==> config.mk <==
export PLATFORM = sky130hd
export DESIGN_NAME = unit_nto1
export DESIGN_NICKNAME = d
export VERILOG_FILES = /design/src/rtl/unit_pkg.sv /design/src/rtl/xnor_popcount.sv /design/src/rtl/unit_nto1.sv
export SDC_FILE = /design/constraint.sdc
export NUM_CORES = 1
export LEC_CHECK = 0
export CORE_MARGIN = 10
export CORE_UTILIZATION = 55
export CTS_CLUSTER_DIAMETER = 30
export DETAILED_ROUTE_END_ITERATION = 7
export HOLD_SLACK_MARGIN = 0.03
export PLACE_DENSITY = 0.84
export REMOVE_ABC_BUFFERS = 1
export SETUP_SLACK_MARGIN = 0.15
export SYNTH_ARGS = -nofsm -noshare
export SYNTH_HDL_FRONTEND = slang
export SYNTH_SLANG_ARGS = --single-unit
==> constraint.sdc <==
create_clock -name clk_in -period 3.21 [get_ports clk_in]
set_input_delay 0.642 -clock clk_in [delete_from_list [all_inputs] [get_ports clk_in]]
set_output_delay 0.642 -clock clk_in [all_outputs]
set_load 0.01 [all_outputs]
==> src/rtl/unit_pkg.sv <==
// Shared types and helpers for the unit_nto1 binary neuron.
package unit_pkg;

    typedef enum logic [1:0] {
        S_IDLE,
        S_FWD,
        S_BWD,
        S_DONE
    } unit_state_t;

    localparam int unsigned POP_MAX_W = 64;

    function automatic int unsigned popcount(input logic [POP_MAX_W-1:0] v);
        int unsigned n;
        n = 0;
        for (int unsigned i = 0; i < POP_MAX_W; i++) begin
            n += 32'(v[i]);
        end
        return n;
    endfunction

endpackage

==> src/rtl/xnor_popcount.sv <==
// Combinational count of matching bits between one input slice and one weight slice.
module xnor_popcount
    import unit_pkg::*;
#(
    parameter int unsigned LANES = 2
) (
    input  logic [LANES-1:0]             fin_slice,
    input  logic [LANES-1:0]             w_slice,
    output logic [$clog2(LANES+1)-1:0]   match_cnt
);

    localparam int unsigned CW = $clog2(LANES + 1);

    logic [POP_MAX_W-1:0] match_vec;

    always_comb begin
        match_vec              = '0;
        match_vec[LANES-1:0]   = ~(fin_slice ^ w_slice);
        match_cnt              = CW'(popcount(match_vec));
    end

endmodule

==> src/rtl/unit_nto1.sv <==
// N-input binary neuron: lane-serial XNOR-popcount forward pass, error backward pass
// with optional weight update, and a serial weight daisy chain.
module unit_nto1
    import unit_pkg::*;
#(
    parameter int unsigned N_IN   = 8,
    parameter int unsigned LANES  = 2,
    parameter int unsigned THRESH = N_IN / 2
) (
    input  logic            clk_in,
    input  logic            rst_in,
    input  logic            oscillator,
    input  logic            fd_prop,
    input  logic            bk_prop,
    input  logic            learn_en,
    input  logic [N_IN-1:0] fin,
    input  logic            bin,
    input  logic            w_shift_en,
    input  logic            w_shift_in,
    output logic            control_out,
    output logic            fout,
    output logic            fout_valid,
    output logic [N_IN-1:0] bout,
    output logic            bout_valid,
    output logic            busy
);

    localparam int unsigned P  = N_IN / LANES;
    localparam int unsigned AW = $clog2(N_IN + 1);
    localparam int unsigned IW = (P > 1) ? $clog2(P) : 1;
    localparam int unsigned CW = $clog2(LANES + 1);
    localparam logic [AW-1:0] THR = AW'(THRESH);

    unit_state_t       state, state_next;
    logic [IW-1:0]     idx;
    logic [AW-1:0]     acc;
    logic [N_IN-1:0]   fin_q;
    logic [N_IN-1:0]   w;
    logic              bin_q;
    logic              learn_q;
    logic [N_IN-1:0]   bout_work;

    logic              fd_go, bk_go, last;
    logic [31:0]       base;
    logic [LANES-1:0]  fin_slice, w_slice;
    logic [CW-1:0]     match_cnt;
    logic [AW-1:0]     acc_sum;
    logic              fwd_result;
    logic              do_learn;
    logic [N_IN-1:0]   bout_merged;

    assign base      = 32'(idx) * LANES;
    assign fin_slice = fin_q[base +: LANES];
    assign w_slice   = w[base +: LANES];
    assign last      = (idx == IW'(P - 1));

    xnor_popcount #(.LANES(LANES)) u_pop (
        .fin_slice (fin_slice),
        .w_slice   (w_slice),
        .match_cnt (match_cnt)
    );

    assign acc_sum     = acc + AW'(match_cnt);
    assign fwd_result  = (acc_sum > THR) | ((acc_sum == THR) & oscillator);
    assign do_learn    = learn_q & (bin_q != fout);
    assign busy        = (state != S_IDLE);
    assign control_out = w[N_IN-1];

    // Backward bits accumulate in a shadow so bout only changes when the pass completes.
    always_comb begin
        bout_merged                   = bout_work;
        bout_merged[base +: LANES]    = ~(w_slice ^ {LANES{bin_q}});
    end

    always_comb begin
        state_next = state;
        fd_go      = 1'b0;
        bk_go      = 1'b0;
        case (state)
            S_IDLE: begin
                if (fd_prop) begin
                    fd_go      = 1'b1;
                    state_next = S_FWD;
                end else if (bk_prop) begin
                    bk_go      = 1'b1;
                    state_next = S_BWD;
                end
            end
            S_FWD:   if (last) state_next = S_DONE;
            S_BWD:   if (last) state_next = S_DONE;
            S_DONE:  state_next = S_IDLE;
            default: state_next = S_IDLE;
        endcase
    end

    always_ff @(posedge clk_in) begin
        if (!rst_in) state <= S_IDLE;
        else         state <= state_next;
    end

    always_ff @(posedge clk_in) begin
        if (!rst_in) begin
            idx        <= '0;
            acc        <= '0;
            fin_q      <= '0;
            w          <= '1;
            bin_q      <= 1'b0;
            learn_q    <= 1'b0;
            bout_work  <= '0;
            fout       <= 1'b0;
            fout_valid <= 1'b0;
            bout       <= '0;
            bout_valid <= 1'b0;
        end else begin
            fout_valid <= 1'b0;
            bout_valid <= 1'b0;
            case (state)
                S_IDLE: begin
                    if (fd_go) begin
                        fin_q <= fin;
                        acc   <= '0;
                        idx   <= '0;
                    end else if (bk_go) begin
                        bin_q   <= bin;
                        learn_q <= learn_en;
                        idx     <= '0;
                    end else if (w_shift_en) begin
                        w <= {w[N_IN-2:0], w_shift_in};
                    end
                end
                S_FWD: begin
                    acc <= acc_sum;
                    idx <= idx + 1'b1;
                    if (last) begin
                        fout       <= fwd_result;
                        fout_valid <= 1'b1;
                    end
                end
                S_BWD: begin
                    bout_work <= bout_merged;
                    idx       <= idx + 1'b1;
                    if (do_learn) w[base +: LANES] <= ~(fin_slice ^ {LANES{bin_q}});
                    if (last) begin
                        bout       <= bout_merged;
                        bout_valid <= 1'b1;
                    end
                end
                default: ;
            endcase
        end
    end

endmodule
======== Word level (Yosys, flattened, before mapping) ========
Index checks and enable logic that the tools add are counted.
operators by class
  shifts and indexed selects .............. 5
  equal/unequal tests ..................... 14
  reduce and logical (&&, ||, !) cells .... 16
  add/subtract/negate cells ............... 4
  bitwise gates (word level) .............. 10
  order comparisons ....................... 1
  multiplexer cells ....................... 22
operator list
  operator                  number
  $shiftx A2 B34 Y8         2
  $neg A3 Y34               1
  $shift A2 B34 Y8 const A  1
  $mux W8                   4
  $bwmux W8                 2
  $pmux W8 S2               1
  $reduce_and A2 Y1         8
  $shiftx A8 B4 Y2          2
  $mux W2                   5
  $ne A2 B2 Y1 const B      5
  $pmux W4 S2               1
  $reduce_bool A2 Y1        4
  $eq A2 B2 Y1 const B      3
  $mux W1                   6
  $ne A3 B3 Y1 const B      2
  $not A2 Y2                3
  $pmux W2 S3               1
  $xor A2 B2 Y2             3
  $reduce_and A5 Y1         1
  $add A4 B2 Y4             1
  $eq A4 B3 Y1 const B      1
  $gt A4 B3 Y1 const B      1
  $mux W4                   1
  $pmux W2 S2               1
  other kinds (11)          12
word-level totals
  register bits after elaboration ......... 45
  word-level logic and storage cells ...... 84
  bits of input ports ..................... 17
  output and inout bits ................... 13

======== Longest topological paths before layout ========
  depth after elaboration ................. 8
  mapped depth ............................ 10
  gate-level depth less buffers ........... 9

======== Hierarchy ========
From an unflattened synthesis, not the netlist that was laid out.
unflattened totals
  cell total of the unflattened synthesis .. 268
  area total of the unflattened synthesis .. 2329.7 sq um
by module, submodules not included
  module         sequential area each (sq um)  area an instance (sq um)  instances  cells each
  unit_nto1      860.8                         2299.7                    1          265
  xnor_popcount  0.0                           30.0                      1          3

======== Worst setup path after synthesis ========
Ideal clock, no wire load.
  path kind ............................... reg2reg
  start ................................... register idx[1]
  end ..................................... register fout
  required time ........................... 3.078 ns
  arrival time ............................ 2.457 ns
  setup time .............................. 0.132 ns
  buffers on the path ..................... 1
  path slack .............................. 0.621 ns
  clock period less this slack ............ 2.589 ns
  cell stages (with the launch flop) ...... 10
  cells stage by stage .................... dfxtp_1 > buf_2 > mux4_2 > xor2_1 > fa_1 > inv_1 > ha_1 > o32a_1 > nor3_1 > nor3_1
between the ends
  cells in the longest elaborated chain, start to end .. 8
  elaborated cells on any way between the ends .. 12
  those cells by class .................... add/sub: 2; order compare: 1; eq/ne: 2; shift: 2; bitwise: 4; reduce/logical: 1
ends and longest elaborated chain
  element                                                line              RTL
  start: declaration                                     unit_nto1.sv:35   logic [IW-1:0] idx;
  start signal: assignment                               unit_nto1.sv:133  idx <= idx + 1'b1;
  start signal: assignment                               unit_nto1.sv:141  idx <= idx + 1'b1;
  branches (longest 8 deep; another with $add A4 B2 Y4)  -
  end signal: assignment                                 unit_nto1.sv:135  fout <= fwd_result;
  end: declaration                                       unit_nto1.sv:21   output logic fout,
Several ways; the timed one is not identified.
A chain may end at the register's enable or synchronous reset.

======== Final worst setup path ========
  start ................................... register idx[0]
  end ..................................... register fout
The elaborated chain is that of the path after synthesis.

==> flow_summary.toml <==
[status]
outcome = "finished, final reports clean"

[placed_design]
post-dp-hpwl_microns = 4036
place.detailed.instances = 323
io_buffers = 29
globalplace.congestion = 0.8862

[synthesis]
netlist-cell-type-count = 41
synthesis.area_sq_um = 2292
synth_top_cell_by_area = "sky130_fd_sc_hd__dfxtp_1"
synth_top_cell_area_share_pct = 37.55
synth.avg_cell_area_sq_um = 9.024
synth_top_area_cells = "sky130_fd_sc_hd__dfxtp_1, sky130_fd_sc_hd__a21oi_1, sky130_fd_sc_hd__ha_1"
netlist_instances = 254
synth.yosys.warnings = 0
synth_seq_area_share_pct = 37.55
ys_seq_elements = 43

[layout]
area_growth_pct = 18.01
fin_cells = 331
finish.net_count = 306
antennaDiodeCount = 0
final_layout_size_suffix_gt1_share_pct = 9.253

[sta]
total_count_of_hold_check_failures_in_the_final_report = 0
final-setup-viol-count = 0
final.setup_skew_ns = 0.009213
max_freq_ghz = 0.3577
fin_tns_setup_ns = 0
slew-limit-headroom_pct = 61.87
hold_ws_ns = 0.4563
rsz0062_at_grt = "no"
worst_pin_slew_ns = 0.5720
fin_crit_sh_pct = 87.09
slew_viol_final = 0
min_period_ns = 2.796

[clock_tree]
htree_num_levels = 2
numCtsBuffers = 5
clock_tree.root_cell = "sky130_fd_sc_hd__clkbuf_8"
max-clock-path-buffers = 2
clkLatencyLatePin_ns = 0.30
cts_resized = 0
worst_setup_hold_path_clk_slew_ns = 0.08
clock-sinks = 43
cts_tree = "built"
hold_fix_buffers_cts = 0
post-cts-setup-buffers = 0

[worst_setup_path]
worst-endpoint-arrival_ns = 2.98
worst_r2r_endpoint = "fout$_SDFFE_PN0P_"
critical_path.max_fanout = 11
critical-path-slowest-cell = "sky130_fd_sc_hd__mux4_2"
rr_startpoint = "idx[0]$_SDFFE_PN0P_"
cp.required_ns = 3.40
reg2reg_setup_slack_ns = 0.41
sequence_of_cells_on_the_critical_path = "mux4_2 -> xor2_1 -> fa_1 -> inv_1 -> ha_1 -> o32a_1 -> nor3_1 -> nor3_1"
start_kind = "flip-flop"
worstRegToRegCells = 8
critical_path.max_stage_delay_ns = 0.62
crit_top_cell = "sky130_fd_sc_hd__nor3_1"
crit_path_end_kind = "flip-flop"
worst-setup-path-type = "reg -> reg"

[route]
wirelength_microns = 5440
dr_total_vias = 1989
antenna_left = 0
vias_per_cell = 6.009
drt_pass1_iterations = 4
routedWlPerCell_microns = 16.44
detailedRoute.firstIterationViolations = 180
drc = 0

[global_route]
grt_max_degree = 26
gr_util_all_layers_pct = 15.41
first_pass_grt_wire_length_microns = 9335
overflow = 0
vias_in_the_first_global_route = 1925
grt_antenna_before_repair = 0

[min_path]
hold-path-cell-count = 2
hp-start = "fin_q[7]$_SDFFE_PN0P_"
min_to = "fin_q[7]$_SDFFE_PN0P_"
min_path_type = "reg -> reg"

[power]
power.leakage_nw = 1.001
power-per-cell-area_nw_per_um2 = 654.2
worst_ir_drop_vdd_uv = 405.9
totalPowerFinal_mw = 1.770

[die]
fp.coreArea_sq_um = 4029
top_level_ports = 30
rows = 23
initial_utilization_pct = 56.89
dieHeight_microns = 84.56
die_width_microns = 84.56
die_area_sq_um = 7150

[job]
cap_violations = 0
==> routing by layer <==
metal	vias up	wire length, microns	GRT usage (%)
met5	-	0	0
met4	0	62	4.491
met3	9	347	3.768
met2	58	2659	25.33
met1	940	2371	19.39
li1	982	-	-
==> critical path, delay by kind of cell (launching register included) <==
family	cells	cell delay [ns]
compound gates	1	0.35
xor+xnor	1	0.19
fa+ha+maj	2	0.65
buf+inv	1	0.07
flops	1	0.59
mux	1	0.62
simple gates	2	0.21
==> cell usage after synthesis, drive strengths merged <==
cell     count
a2111oi      4
a211oi       2
a21boi       2
a21oi       31
a31o         1
a31oi        4
a32o         6
a32oi        6
and2         2
and3         7
buf          3
clkbuf      12
dfxtp       43
fa           1
ha           8
inv         12
mux4         4
nand2       22
nand2b       3
nand3       15
nand3b       2
nor2        10
nor2b       11
nor3         3
nor3b        1
nor4b        1
o21a         3
o21ai       15
o32a         6
o32ai        1
or2          1
or3          1
or3b         1
xnor2        5
xor2         5
==> state kept, by name, indices dropped and copies added (netlist names) <==
| name | flops |
|---|---|
| bout | 8 |
| fin_q | 8 |
| w | 8 |
| bout_work | 6 |
| acc | 4 |
| idx | 2 |
| state | 2 |
| bin_q | 1 |
| bout_valid | 1 |
| fout | 1 |
| fout_valid | 1 |
| learn_q | 1 |
==> report_power, final <==
| group | switching (mW) | leakage, nW | total, mW | internal (mW) |
|---|---|---|---|---|
| Sequential | 0.0594 | 0.349 | 0.646 | 0.587 |
| Combinational | 0.455 | 0.600 | 0.748 | 0.293 |
| Clock | 0.179 | 0.0515 | 0.376 | 0.196 |
| Total | 0.694 | 1.00 | 1.77 | 1.08 |
==> cells by family (layout without fill, tap and decap cells) <==
kind of cell / after synthesis / in the layout / synth area share [%]
DFF: 43 / 43 / 37.55
xor gates and xnor gates: 10 / 10 / 6.277
AOI/OAI and AO/OA: 81 / 81 / 23.42
muxes: 4 / 4 / 3.930
and+or+nand+nor: 80 / 80 / 18.23
adders and majority gates: 9 / 9 / 5.240
buffers and inverters: 27 / 54 / 5.349
==> worst max-delay path by stage <==
stage | startpoint | endpoint | slack (ns) | cells past startpoint
after floorplan | idx[0]$_SDFFE_PN0P_ | fout$_SDFFE_PN0P_ | 0.61 | 8
after global placement | idx[0]$_SDFFE_PN0P_ | fout$_SDFFE_PN0P_ | 0.51 | 8
after detailed placement | idx[0]$_SDFFE_PN0P_ | fout$_SDFFE_PN0P_ | 0.44 | 8
after CTS | idx[0]$_SDFFE_PN0P_ | fout$_SDFFE_PN0P_ | 0.41 | 8
after global routing | idx[0]$_SDFFE_PN0P_ | fout$_SDFFE_PN0P_ | 0.30 | 8
final | idx[0]$_SDFFE_PN0P_ | fout$_SDFFE_PN0P_ | 0.41 | 8
==> cell type report <==
class                   count  area [sq um]
fillers                   352          1324
multi-input cells         184          1309
flip-flops and latches     43         860.8
repair buffers             34         327.8
clock buffers               8         100.1
well taps                  50         62.56
inverters                  12         45.04
==> metrics by stage <==
step / cell area [sq um] / utilization, % / setup WS [ns]
final: 2705 / 67.14 / 0.4145
after global routing: 2705 / 67.14 / 0.3021
after CTS: 2705 / 67.14 / 0.4133
after detailed placement: 2605 / 64.66 / 0.4410
after global placement: 2605 / 64.66 / 0.5113
after floorplan: 2215 / - / 0.6131
==> layout by cell type (no fill, tap or decap), types with 5 or more instances in the layout <==
cell	count
sky130_fd_sc_hd__and3_1	7
sky130_fd_sc_hd__nand2_1	22
sky130_fd_sc_hd__nor2b_1	11
sky130_fd_sc_hd__a32o_1	6
sky130_fd_sc_hd__a32oi_1	6
sky130_fd_sc_hd__nor2_1	10
sky130_fd_sc_hd__o32a_1	6
sky130_fd_sc_hd__nand3_1	15
sky130_fd_sc_hd__clkdlybuf4s50_1	29
sky130_fd_sc_hd__a21oi_1	30
sky130_fd_sc_hd__ha_1	8
sky130_fd_sc_hd__buf_4	5
sky130_fd_sc_hd__dfxtp_1	43
sky130_fd_sc_hd__clkbuf_8	7
sky130_fd_sc_hd__inv_1	11
sky130_fd_sc_hd__o21ai_0	15
No activity file was read; power rests on OpenSTA's default activity.
